--- src/rtl/pulse_sum_pkg.sv ---
`default_nettype none
// ============================================================================
// Module   : pulse_sum_pkg
// Purpose  : Shared types and constants for the pulse-count accumulator.
//            pulse_sum_state_t - accumulator control states
//            AVG_DEPTH         - number of results in the averaging window
//            AVG_SHIFT         - log2(AVG_DEPTH), the divide-by-window shift
// Revision : 1.0 - initial release
// ============================================================================
package pulse_sum_pkg;

    typedef enum logic [1:0] {
        IDLE  = 2'd0,
        ACCUM = 2'd1,
        DONE  = 2'd2
    } pulse_sum_state_t;

    localparam int AVG_DEPTH = 4;
    localparam int AVG_SHIFT = 2;

endpackage
`default_nettype wire

--- src/rtl/pulse_avg4.sv ---
`default_nettype none
// ============================================================================
// Module   : pulse_avg4
// Purpose  : Running average of the last AVG_DEPTH accepted results.
// Ports    : clk       - clock, rising edge
//            rst_n     - synchronous active-low reset
//            push      - a new result is accepted this cycle
//            din       - the accepted result
//            avg       - registered window sum >> AVG_SHIFT
//            avg_valid - window has been filled once; sticky until reset
// Revision : 1.0 - initial release
// ============================================================================
module pulse_avg4
    import pulse_sum_pkg::*;
#(
    parameter int W = 4
) (
    input  logic         clk,
    input  logic         rst_n,
    input  logic         push,
    input  logic [W-1:0] din,
    output logic [W-1:0] avg,
    output logic         avg_valid
);

    localparam int TOT_W = W + AVG_SHIFT;
    localparam logic [AVG_SHIFT-1:0] c_cnt_full = AVG_SHIFT'(AVG_DEPTH - 1);

    // Only the previous AVG_DEPTH-1 results are stored; the incoming value
    // completes the window, and the oldest entry simply drops out.
    logic [W-1:0]         r_win [AVG_DEPTH-1];
    logic [AVG_SHIFT-1:0] r_cnt;
    logic [W-1:0]         r_avg;
    logic                 r_avg_valid;
    logic [TOT_W-1:0]     w_total;

    always_comb begin
        w_total = TOT_W'(din);
        for (int i = 0; i < AVG_DEPTH - 1; i++) begin
            w_total = w_total + TOT_W'(r_win[i]);
        end
    end

    always_ff @(posedge clk) begin
        if (!rst_n) begin
            for (int i = 0; i < AVG_DEPTH - 1; i++) begin
                r_win[i] <= '0;
            end
            r_cnt       <= '0;
            r_avg       <= '0;
            r_avg_valid <= 1'b0;
        end else if (push) begin
            r_win[0] <= din;
            for (int i = 1; i < AVG_DEPTH - 1; i++) begin
                r_win[i] <= r_win[i-1];
            end
            r_avg <= W'(w_total >> AVG_SHIFT);
            if (r_cnt == c_cnt_full) begin
                r_avg_valid <= 1'b1;
            end else begin
                r_cnt <= r_cnt + AVG_SHIFT'(1);
            end
        end
    end

    assign avg       = r_avg;
    assign avg_valid = r_avg_valid;

endmodule
`default_nettype wire

--- src/rtl/pulse_sum_accum.sv ---
`default_nettype none
// ============================================================================
// Module   : pulse_sum_accum
// Purpose  : Captures NUM_CH pulse counts in one handshake, adds them one
//            channel per clock, and presents a saturated or wrapped total
//            with an overflow flag.
// Ports    : clk, rst_n          - clock / synchronous active-low reset
//            in_valid, in_ready  - input vector handshake
//            in_data             - channel k at [k*DATA_W +: DATA_W]
//            out_valid,out_ready - result handshake
//            sum, overflow       - result, held until accepted
//            busy                - accumulating or holding a result
//            avg, avg_valid      - (PULSE_SUM_AVG_EN only) 4-result average
// Config   : define PULSE_SUM_AVG_EN to add the averaging window outputs.
// Revision : 1.0 - initial release
// ============================================================================
module pulse_sum_accum
    import pulse_sum_pkg::*;
#(
    parameter int NUM_CH   = 3,
    parameter int DATA_W   = 4,
    parameter int OUT_W    = 4,
    parameter int SATURATE = 1
) (
    input  logic                     clk,
    input  logic                     rst_n,
    input  logic                     in_valid,
    output logic                     in_ready,
    input  logic [NUM_CH*DATA_W-1:0] in_data,
    output logic                     out_valid,
    input  logic                     out_ready,
    output logic [OUT_W-1:0]         sum,
    output logic                     overflow,
    output logic                     busy
`ifdef PULSE_SUM_AVG_EN
    ,
    output logic [OUT_W-1:0]         avg,
    output logic                     avg_valid
`endif
);

    // NUM_CH*(2^DATA_W-1) always fits in DATA_W+clog2(NUM_CH) bits.
    localparam int SUM_W = (NUM_CH > 1) ? DATA_W + $clog2(NUM_CH) : DATA_W;
    localparam int IDX_W = (NUM_CH > 1) ? $clog2(NUM_CH) : 1;
    localparam int EXT_W = (OUT_W > SUM_W) ? OUT_W : SUM_W;
    localparam logic [IDX_W-1:0] c_last_idx = IDX_W'(NUM_CH - 1);

    pulse_sum_state_t          r_state;
    logic [NUM_CH*DATA_W-1:0]  r_chan;
    logic [SUM_W-1:0]          r_acc;
    logic [IDX_W-1:0]          r_idx;
    logic [OUT_W-1:0]          r_sum;
    logic                      r_overflow;
    logic                      r_out_valid;
    logic                      r_busy;

    logic [DATA_W-1:0]         w_chan;
    logic [SUM_W-1:0]          w_acc_next;
    logic [EXT_W-1:0]          w_acc_ext;
    logic                      w_ovf;
    logic [OUT_W-1:0]          w_sum;

    assign w_chan     = r_chan[int'(r_idx) * DATA_W +: DATA_W];
    assign w_acc_next = r_acc + SUM_W'(w_chan);
    assign w_acc_ext  = EXT_W'(w_acc_next);

    // Overflow is any set bit above the output width; when the output is
    // at least as wide as the accumulator it can never happen.
    generate
        if (EXT_W > OUT_W) begin : g_ovf_chk
            assign w_ovf = |w_acc_ext[EXT_W-1:OUT_W];
        end else begin : g_ovf_none
            assign w_ovf = 1'b0;
        end
    endgenerate

    assign w_sum = ((SATURATE != 0) && w_ovf) ? {OUT_W{1'b1}}
                                              : w_acc_ext[OUT_W-1:0];

    always_ff @(posedge clk) begin
        if (!rst_n) begin
            r_state     <= IDLE;
            r_chan      <= '0;
            r_acc       <= '0;
            r_idx       <= '0;
            r_sum       <= '0;
            r_overflow  <= 1'b0;
            r_out_valid <= 1'b0;
            r_busy      <= 1'b0;
        end else begin
            case (r_state)
                IDLE: begin
                    if (in_valid) begin
                        r_chan  <= in_data;
                        r_acc   <= '0;
                        r_idx   <= '0;
                        r_busy  <= 1'b1;
                        r_state <= ACCUM;
                    end
                end
                ACCUM: begin
                    r_acc <= w_acc_next;
                    r_idx <= r_idx + IDX_W'(1);
                    // The edge that adds the final channel also registers
                    // the result, so out_valid rises NUM_CH edges after capture.
                    if (r_idx == c_last_idx) begin
                        r_sum       <= w_sum;
                        r_overflow  <= w_ovf;
                        r_out_valid <= 1'b1;
                        r_state     <= DONE;
                    end
                end
                DONE: begin
                    if (out_ready) begin
                        r_out_valid <= 1'b0;
                        r_busy      <= 1'b0;
                        r_state     <= IDLE;
                    end
                end
                default: begin
                    r_state <= IDLE;
                end
            endcase
        end
    end

    assign in_ready  = (r_state == IDLE);
    assign out_valid = r_out_valid;
    assign sum       = r_sum;
    assign overflow  = r_overflow;
    assign busy      = r_busy;

`ifdef PULSE_SUM_AVG_EN
    pulse_avg4 #(
        .W (OUT_W)
    ) u_avg (
        .clk       (clk),
        .rst_n     (rst_n),
        .push      (r_out_valid && out_ready),
        .din       (r_sum),
        .avg       (avg),
        .avg_valid (avg_valid)
    );
`endif

endmodule
`default_nettype wire

--- config.mk ---
export PLATFORM = sky130hd
export DESIGN_NAME = pulse_sum_accum
export DESIGN_NICKNAME = d
export VERILOG_FILES = /design/src/rtl/pulse_sum_pkg.sv /design/src/rtl/pulse_avg4.sv /design/src/rtl/pulse_sum_accum.sv
export SDC_FILE = /design/constraint.sdc
export NUM_CORES = 1
export LEC_CHECK = 0
export CAP_MARGIN = 20
export CORE_MARGIN = 1
export CORE_UTILIZATION = 37
export DETAILED_ROUTE_END_ITERATION = 6
export PLACE_DENSITY = 0.64
export SLEW_MARGIN = 20
export SYNTH_ARGS = -nofsm -noshare
export SYNTH_HDL_FRONTEND = slang
export SYNTH_SLANG_ARGS = --single-unit
--- constraint.sdc ---
create_clock -name clk -period 7.1 [get_ports clk]
set_input_delay 1.065 -clock clk [delete_from_list [all_inputs] [get_ports clk]]
set_output_delay 1.065 -clock clk [all_outputs]
set_load 0.05 [all_outputs]
==> results of run 1 <==
==> metal layers <==
layer  GRT usage (%)  wire, µm  up-vias
li1                -         -      611
met1            20.1      1430      567
met2            23.7      1470       19
met3            5.28       112        7
met4            8.89        56        0
met5               0         0        -
==> cell usage after synthesis (2+ instances only) <==
master,instances
sky130_fd_sc_hd__o211ai_1,2
sky130_fd_sc_hd__nand4_1,2
sky130_fd_sc_hd__clkbuf_1,6
sky130_fd_sc_hd__xor2_1,2
sky130_fd_sc_hd__o22ai_1,3
sky130_fd_sc_hd__nor2b_1,7
sky130_fd_sc_hd__inv_1,4
sky130_fd_sc_hd__o21bai_1,2
sky130_fd_sc_hd__nand2_1,32
sky130_fd_sc_hd__a21oi_1,5
sky130_fd_sc_hd__a22oi_1,3
sky130_fd_sc_hd__nor2_1,3
sky130_fd_sc_hd__and2_1,5
sky130_fd_sc_hd__dfxtp_1,29
sky130_fd_sc_hd__nand3_1,5
sky130_fd_sc_hd__nand2b_1,3
sky130_fd_sc_hd__mux2i_1,4
sky130_fd_sc_hd__ha_1,5
sky130_fd_sc_hd__o221a_1,4
sky130_fd_sc_hd__buf_2,4
sky130_fd_sc_hd__a21boi_1,6
sky130_fd_sc_hd__o21ai_0,5
sky130_fd_sc_hd__a21boi_0,7
==> how the worst max path moves through the flow <==
stage | endpoint | slack, ps | depth (start not counted)
6_report | in_ready | 4430 | 2
5_1_grt | r_chan[11]$_SDFFE_PN0P_ | 4310 | 5
4_1_cts | in_ready | 4410 | 2
3_5_place_dp | r_chan[6]$_SDFFE_PN0P_ | 4250 | 5
3_3_place_gp | r_chan[6]$_SDFFE_PN0P_ | 4330 | 5
2_1_floorplan | sum[1]$_SDFFE_PN0P_ | 4780 | 9
==> power breakdown <==
group | internal (mW) | switching (mW) | total [mW]
clock | 0.114 | 0.0623 | 0.177
sequential | 0.170 | 0.00644 | 0.177
combinational | 0.0231 | 0.0289 | 0.0520
total | 0.308 | 0.0976 | 0.405
==> final cells by class <==
type                       count  area share [%]
tap                           48            3.32
clock inverter                 1            1.66
timing repair buffer          23            12.7
clock buffer                   7            4.77
inverter                       4           0.830
sequential                    29            32.1
multi-input combinational    120            44.6
==> worst register-to-register path, stage by stage, from the launching register on <==
cell and delay [ps]:
sky130_fd_sc_hd__dfxtp_1 580, sky130_fd_sc_hd__mux2i_1 250, sky130_fd_sc_hd__o22ai_1 110, sky130_fd_sc_hd__ha_1 260
sky130_fd_sc_hd__fa_1 430, sky130_fd_sc_hd__nand3_2 150, sky130_fd_sc_hd__and4_1 220, sky130_fd_sc_hd__o22ai_2 110
sky130_fd_sc_hd__o221a_1 250
==> state kept, by name, summed over array words and instances (netlist names) <==
name,count
sum,4
r_idx,2
r_state,2
out_valid,1
r_chan,12
r_acc,6
busy,1
overflow,1
==> placed cells by master, fill, tap and decap left out, drive strengths merged, types with 2 or more instances in the layout <==
| master | count |
|---|---|
| and2 | 5 |
| nand3 | 6 |
| nand2 | 32 |
| a21oi | 6 |
| o22ai | 4 |
| clkbuf | 7 |
| xor2 | 2 |
| nor2b | 7 |
| nand4 | 2 |
| o221a | 4 |
| nand2b | 3 |
| nor2 | 3 |
| ha | 5 |
| inv | 4 |
| dfxtp | 29 |
| mux2i | 4 |
| o211ai | 2 |
| a21boi | 13 |
| clkdlybuf4s50 | 23 |
| o21bai | 2 |
| o21ai | 5 |
| a22oi | 3 |
==> stage by stage <==
stage / utilization, % / area, µm² / power, mW
detailed placement: 45.6 / 1690 / 0.232
floorplan: - / 1450 / 0.213
global route: 48.7 / 1810 / 0.422
finish: 48.7 / 1810 / 0.405
CTS: 48.7 / 1810 / 0.408
global placement: 45.6 / 1690 / 0.231
==> cell families after synthesis <==
logic type | share of synthesized area (%)
multiplexers | 2.77
flip-flops | 40.2
adder cells (fa/ha/maj) | 5.71
XOR/XNOR | 1.21
AO/OA/AOI/OAI | 25.1
buffers and inverters | 3.98
AND/OR/NAND/NOR | 21.0
==> impl_summary.log, run 1 <==
[metrics] run status: completed
[metrics] Min-Delay Startpoint: r_chan[10]$_SDFFE_PN0P_
[metrics] Power Density: 224 nW/µm²
[metrics] actual slew at the worst max-slew pin: a little under 900 ps
[metrics] WHS Path Cells: 2
[metrics] Max Fclk: 375 MHz
[metrics] via count of the first global-routing pass: about 1100
[metrics] fraction of final layout cells sized beyond drive strength 1: under 10%
[metrics] slowest stage delay, CP: approximately 800 ps
[metrics] count of warnings emitted by yosys: 0
[metrics] initial cell density of the core: between 30 and 40%
[metrics] number of enable flip-flop cells after synthesis: 0
[metrics] wire length of the first global-routing pass: between 4000 and 5000 µm
[metrics] Post-Syn Nets: ~190
[metrics] detail-routed net length per standard cell: roughly 13 µm
[metrics] pre-CTS setup slack: between 4000 and 5000 ps
[metrics] worst reg-to-reg setup slack: 4610 ps
[metrics] I/O Pins: 24
[metrics] Worst Setup Slack, final: between 4000 and 5000 ps
[metrics] GRT Total Usage: between 10% and 20%
[metrics] cell area after technology mapping: between 1000 and 1500 µm²
[metrics] count of input and output buffers: 23
[metrics] destination of the worst register-to-register timing path: sum[1]$_SDFFE_PN0P_
[metrics] final weighted congestion of routability-driven global placement: ~0.83
[metrics] Register Area: 581 µm²
[metrics] dpl hpwl: 2200 µm
[metrics] Critical-path top delay cell: sky130_fd_sc_hd__clkdlybuf4s50_1
[metrics] post-synth top area share: between 40 and 50%
[metrics] portion of the clock cycle consumed by the worst path in the final layout: a little under two fifths
[metrics] Die ar.: about 4200 µm²
[metrics] Post-layout nets: between 200 and 250
[metrics] setup clock skew after layout: 7.57 ps
[metrics] data required time of the critical path: about 6000 ps
[metrics] Final Max Slew Viols: 0
[metrics] Skew-Pair Late Insertion Delay: roughly 280 ps
[metrics] family of cells with the greatest summed delay on the critical path: buffers and inverters
[metrics] total congestion overflow after global routing: 0
[metrics] detail-routed via count per cell: roughly 5.2
[metrics] number of instances in the placed design: roughly 220
[metrics] buffers inserted by post-CTS timing repair: 0
[metrics] setup repair after global routing missed its margin: false
[metrics] leading area contributor after synthesis: sky130_fd_sc_hd__dfxtp_1
[metrics] H-tree level count: 2
[metrics] Final min period: ~2700 ps
[metrics] Min-Delay Endpoint: r_chan[10]$_SDFFE_PN0P_
[metrics] cell-by-cell listing of the critical path: nor2_1, clkdlybuf4s50_1
[metrics] largest net degree at the start of global routing: 31
[metrics] DRC violation total after the first TritonRoute iteration: 31
[metrics] type of the most critical hold path: reg2reg
[metrics] Final Instance Count excl. Fillers: 232
[metrics] Die Wd: between 60 and 70 µm
[metrics] mean instance size in the synthesized netlist: between 8 and 9 µm²
[metrics] total area of multi-input combinational cells: 807 µm²
[metrics] number of search-and-repair iterations in the first detailed-routing pass: 4
[metrics] worst setup path class: reg2out
[metrics] number of antenna violations at the first check in global routing: 0
[metrics] TritonCTS clock tree: built
[metrics] sort of element at the end of the critical path: primary output
[metrics] Seq/Total Area, Yosys: between 40% and 50%
[metrics] CTS clock-pin slew for the worst setup and hold paths: roughly 60 ps
[metrics] number of distinct library cells after synthesis: 38
[metrics] start point of the critical path: r_state[1]$_SDFFE_PN0P_
[metrics] crit path launch type: register
[metrics] # rows: 22
[metrics] remaining number of nets flagged by the antenna check after routing: 0
[metrics] Fill cells: about 360
[metrics] final hold violation count: 0
[metrics] Setup violations, final: 0
[metrics] cell count after synthesis: between 150 and 200
[metrics] synth top area cells: sky130_fd_sc_hd__dfxtp_1 40%, sky130_fd_sc_hd__nand2_1 8.3%, sky130_fd_sc_hd__ha_1 4.3%
[metrics] worst reg-to-reg path cell count: 8
[metrics] Max Buffers Root-to-Sink: 2
[metrics] Post-synth top flop: sky130_fd_sc_hd__dfxtp_1
[metrics] vertical die dimension: about 64 µm
[metrics] launch instance of the worst register-to-register path: r_idx[0]$_SDFFE_PN0P_
[metrics] critical path data arrival time: around 1600 ps
[metrics] cell leakage power: roughly 0.67 nW
[metrics] growth of design area from synthesis to finish: 25.2%
[metrics] number of gates resized after CTS: 0
[metrics] antenna cells: 0
[metrics] max_slew headroom: 42.0%
[metrics] WHS: 453 ps
[metrics] Total Neg Setup Slack: 0 ps
[metrics] clock buffer count from CTS: 5
[metrics] largest driver fanout on the critical path: 11
[metrics] fraction of registers with async set or reset after synthesis: 0%
[metrics] Buf+Inv Stages, Crit Path: 1
[metrics] number of violations of the max-capacitance limit: 0
[metrics] number of vias after detailed routing: 1204
[metrics] detailed-route DRC error count: 0
[metrics] clock tree root buffer cell: sky130_fd_sc_hd__clkbuf_8
[metrics] Post-Route WL: roughly 3000 µm
[metrics] hold bufs inserted after CTS: 0
[metrics] flip-flop and latch count after synthesis: 29
[metrics] Std-Cell Core Area: 3720 µm²
[metrics] worst IR drop on VDD: 124 µV
[metrics] TritonCTS sink count: 29
Note: power is estimated with default switching activity, not from simulation.
==> run 2, diff against run 1 <==
- clock period: 7.1 -> 2.5 ns (I/O delays scaled with it)
==> run 2 against run 1 <==
  * Core utilization fell by 0.17 points
  * Register-to-register slack worse by 4400 ps
  * Highest routed layer unchanged
  * Critical endpoint is now sum[2]$_SDFFE_PN0P_
  * Critical path type is now reg2reg
  * Sequential power increased to 2.8 times the previous value
  * Largest power group unchanged
==> impl_summary.log, run 2 (synthesis results as in run 1) <==
[metrics] number of vias after detailed routing: 1200 (was 1204)
[metrics] count of input and output buffers: 23 (unchanged)
[metrics] largest driver fanout on the critical path: 10 (was 11)
[metrics] via count of the first global-routing pass: 1107 (was 1090)
[metrics] detail-routed via count per cell: 5.13 (was 5.19)
[metrics] worst IR drop on VDD: 363 µV (was 124 µV)
[metrics] hold bufs inserted after CTS: 0 (unchanged)
[metrics] number of violations of the max-capacitance limit: 0 (unchanged)
[metrics] actual slew at the worst max-slew pin: 529 ps (was 867 ps)
[metrics] remaining number of nets flagged by the antenna check after routing: 0 (unchanged)
[metrics] portion of the clock cycle consumed by the worst path in the final layout: around nine tenths
[metrics] Final Max Slew Viols: 0 (unchanged)
[metrics] total congestion overflow after global routing: 0 (unchanged)
[metrics] Post-Route WL: 2980 µm (was 3070 µm)
[metrics] Total Neg Setup Slack: 0 ps (unchanged)
[metrics] growth of design area from synthesis to finish: 24.8% (was 25.2%)
[metrics] final weighted congestion of routability-driven global placement: 0.861 (was 0.833)
[metrics] data required time of the critical path: 2650 ps (was 6030 ps)
[metrics] Worst Setup Slack, final: 258 ps (was 4430 ps)
[metrics] number of search-and-repair iterations in the first detailed-routing pass: 4 (unchanged)
[metrics] wire length of the first global-routing pass: 5160 µm (was 4900 µm)
[metrics] antenna cells: 0 (unchanged)
[metrics] cell leakage power: 0.670 nW (was 0.669 nW)
[metrics] detail-routed net length per standard cell: 12.7 µm (was 13.2 µm)
[metrics] vertical die dimension: 64.5 µm (unchanged)
[metrics] Power Density: 568 nW/µm² (was 224 nW/µm²)
[metrics] initial cell density of the core: 38.9% (unchanged)
[metrics] H-tree level count: 2 (unchanged)
[metrics] most common cell after layout, fill and taps aside: sky130_fd_sc_hd__nand2_1 (unchanged)
[metrics] Max Fclk: between 400 and 500 MHz
[metrics] final hold violation count: 0 (unchanged)
[metrics] worst reg-to-reg setup slack: 260 ps (was 4610 ps)
[metrics] Final min period: around 2200 ps
[metrics] register with the most flip-flops: r_chan (unchanged)
[metrics] Die Wd: 64.5 µm (unchanged)
[metrics] Setup violations, final: 0 (unchanged)
[metrics] Die ar.: 4160 µm² (unchanged)
[metrics] Fill cells: 358 (was 359)
[metrics] Skew-Pair Late Insertion Delay: 270 ps (was 280 ps)
[metrics] TritonCTS clock tree: built (unchanged)
[metrics] CTS clock-pin slew for the worst setup and hold paths: 60 ps (about the same)
[metrics] crit path launch type: register (unchanged)
[metrics] fraction of final layout cells sized beyond drive strength 1: 7.53% (was 5.98%)
[metrics] most used cells in the layout excluding fill and tap cells: 32 x sky130_fd_sc_hd__nand2_1, 28 x sky130_fd_sc_hd__dfxtp_1, 23 x sky130_fd_sc_hd__clkdlybuf4s50_1 (was 32 x sky130_fd_sc_hd__nand2_1, 29 x sky130_fd_sc_hd__dfxtp_1, 23 x sky130_fd_sc_hd__clkdlybuf4s50_1)
[metrics] Std-Cell Core Area: 3720 µm² (unchanged)
[metrics] TritonCTS sink count: 29 (unchanged)
[metrics] max_slew headroom: 64.7% (was 42.0%)
[metrics] dpl hpwl: 2290 µm (was 2200 µm)
[metrics] Post-layout nets: 208 (was 205)
[metrics] Final Core Density: 48.5% (was 48.7%)
[metrics] type of the most critical hold path: reg2reg (unchanged)
[metrics] sort of element at the end of the critical path: register (was primary output)
[metrics] clock tree root buffer cell: sky130_fd_sc_hd__clkbuf_8 (unchanged)
[metrics] setup clock skew after layout: 4.16 ps (was 7.57 ps)
[metrics] GRT Total Usage: 16.5% (was 15.9%)
[metrics] Largest register FFs: 12 (unchanged)
[metrics] worst setup path class: reg2reg (was reg2out)
[metrics] largest net degree at the start of global routing: 15 (was 31)
[metrics] # rows: 22 (unchanged)
[metrics] number of antenna violations at the first check in global routing: 0 (unchanged)
[metrics] clock buffer count from CTS: 5 (unchanged)
[metrics] detailed-route DRC error count: 0 (unchanged)
[metrics] run status: completed (unchanged)
[metrics] setup repair after global routing missed its margin: false (unchanged)
[metrics] DRC violation total after the first TritonRoute iteration: 73 (was 31)
[metrics] I/O Pins: 24 (unchanged)
[metrics] Max Buffers Root-to-Sink: 2 (unchanged)
[metrics] critical path data arrival time: 2400 ps (was 1600 ps)
[metrics] pre-CTS setup slack: 158 ps (was 4250 ps)
## run 2: worst paths after layout
path                          startpoint                endpoint  depth (start not counted)
setup / recovery   r_idx[0]$_SDFFE_PN0P_     sum[2]$_SDFFE_PN0P_                          8
hold / removal    r_chan[3]$_SDFFE_PN0P_  r_chan[3]$_SDFFE_PN0P_                          2
setup reg to reg   r_idx[0]$_SDFFE_PN0P_     sum[2]$_SDFFE_PN0P_                          8
hold reg to reg   r_chan[3]$_SDFFE_PN0P_  r_chan[3]$_SDFFE_PN0P_                          2
## run 2: per-stage QoR
step | total power, mW | cells | hold slack, ps | instance area [µm²]
CTS | 1.04 | 234 | 463 | 1800
floorplan | 0.606 | 163 | 434 | 1450
finish | 1.02 | 234 | 458 | 1800
detailed placement | 0.664 | 227 | 455 | 1720
global route | 1.08 | 234 | 481 | 1800
global placement | 0.661 | 227 | 451 | 1720
## run 2: final cells by class
type | count | area, µm² | area share, %
Inverter | 4 | 15.0 | 0.833
Clock buffer | 7 | 86.3 | 4.79
Timing Repair Buffer | 26 | 253 | 14.0
Multi-Input combinational cell | 120 | 807 | 44.8
Sequential cell | 29 | 582 | 32.3
Tap cell | 48 | 60.1 | 3.33
## run 2: worst max-delay path: stages (launching register included)
cell	delay (ps)
sky130_fd_sc_hd__dfxtp_2	440
sky130_fd_sc_hd__mux2i_1	210
sky130_fd_sc_hd__o22ai_1	90
sky130_fd_sc_hd__ha_1	230
sky130_fd_sc_hd__fa_1	420
sky130_fd_sc_hd__nand3_2	150
sky130_fd_sc_hd__and4_1	210
sky130_fd_sc_hd__o22ai_2	100
sky130_fd_sc_hd__o221a_1	260
## run 2: power breakdown
part / leakage (nW) / switching [mW] / internal (mW) / total [mW]
Sequential: 0.237 / 0.0190 / 0.484 / 0.503
Combinational: 0.388 / 0.0818 / 0.0690 / 0.151
Clock: 0.0443 / 0.153 / 0.218 / 0.371
## run 2: timing repair
action	in CTS	in global routing
setup buffers	0	0
endpoints found under the setup margin	0	4
gates resized for setup	0	1
## run 2: per-layer routing
metal	vias to the layer above	part of all wire (%)	GRT usage [%]
li1	619	-	-
met1	559	48	21.9
met2	20	46	24.3
met3	2	4.4	4.93
met4	0	1.2	7.50
met5	-	0	0
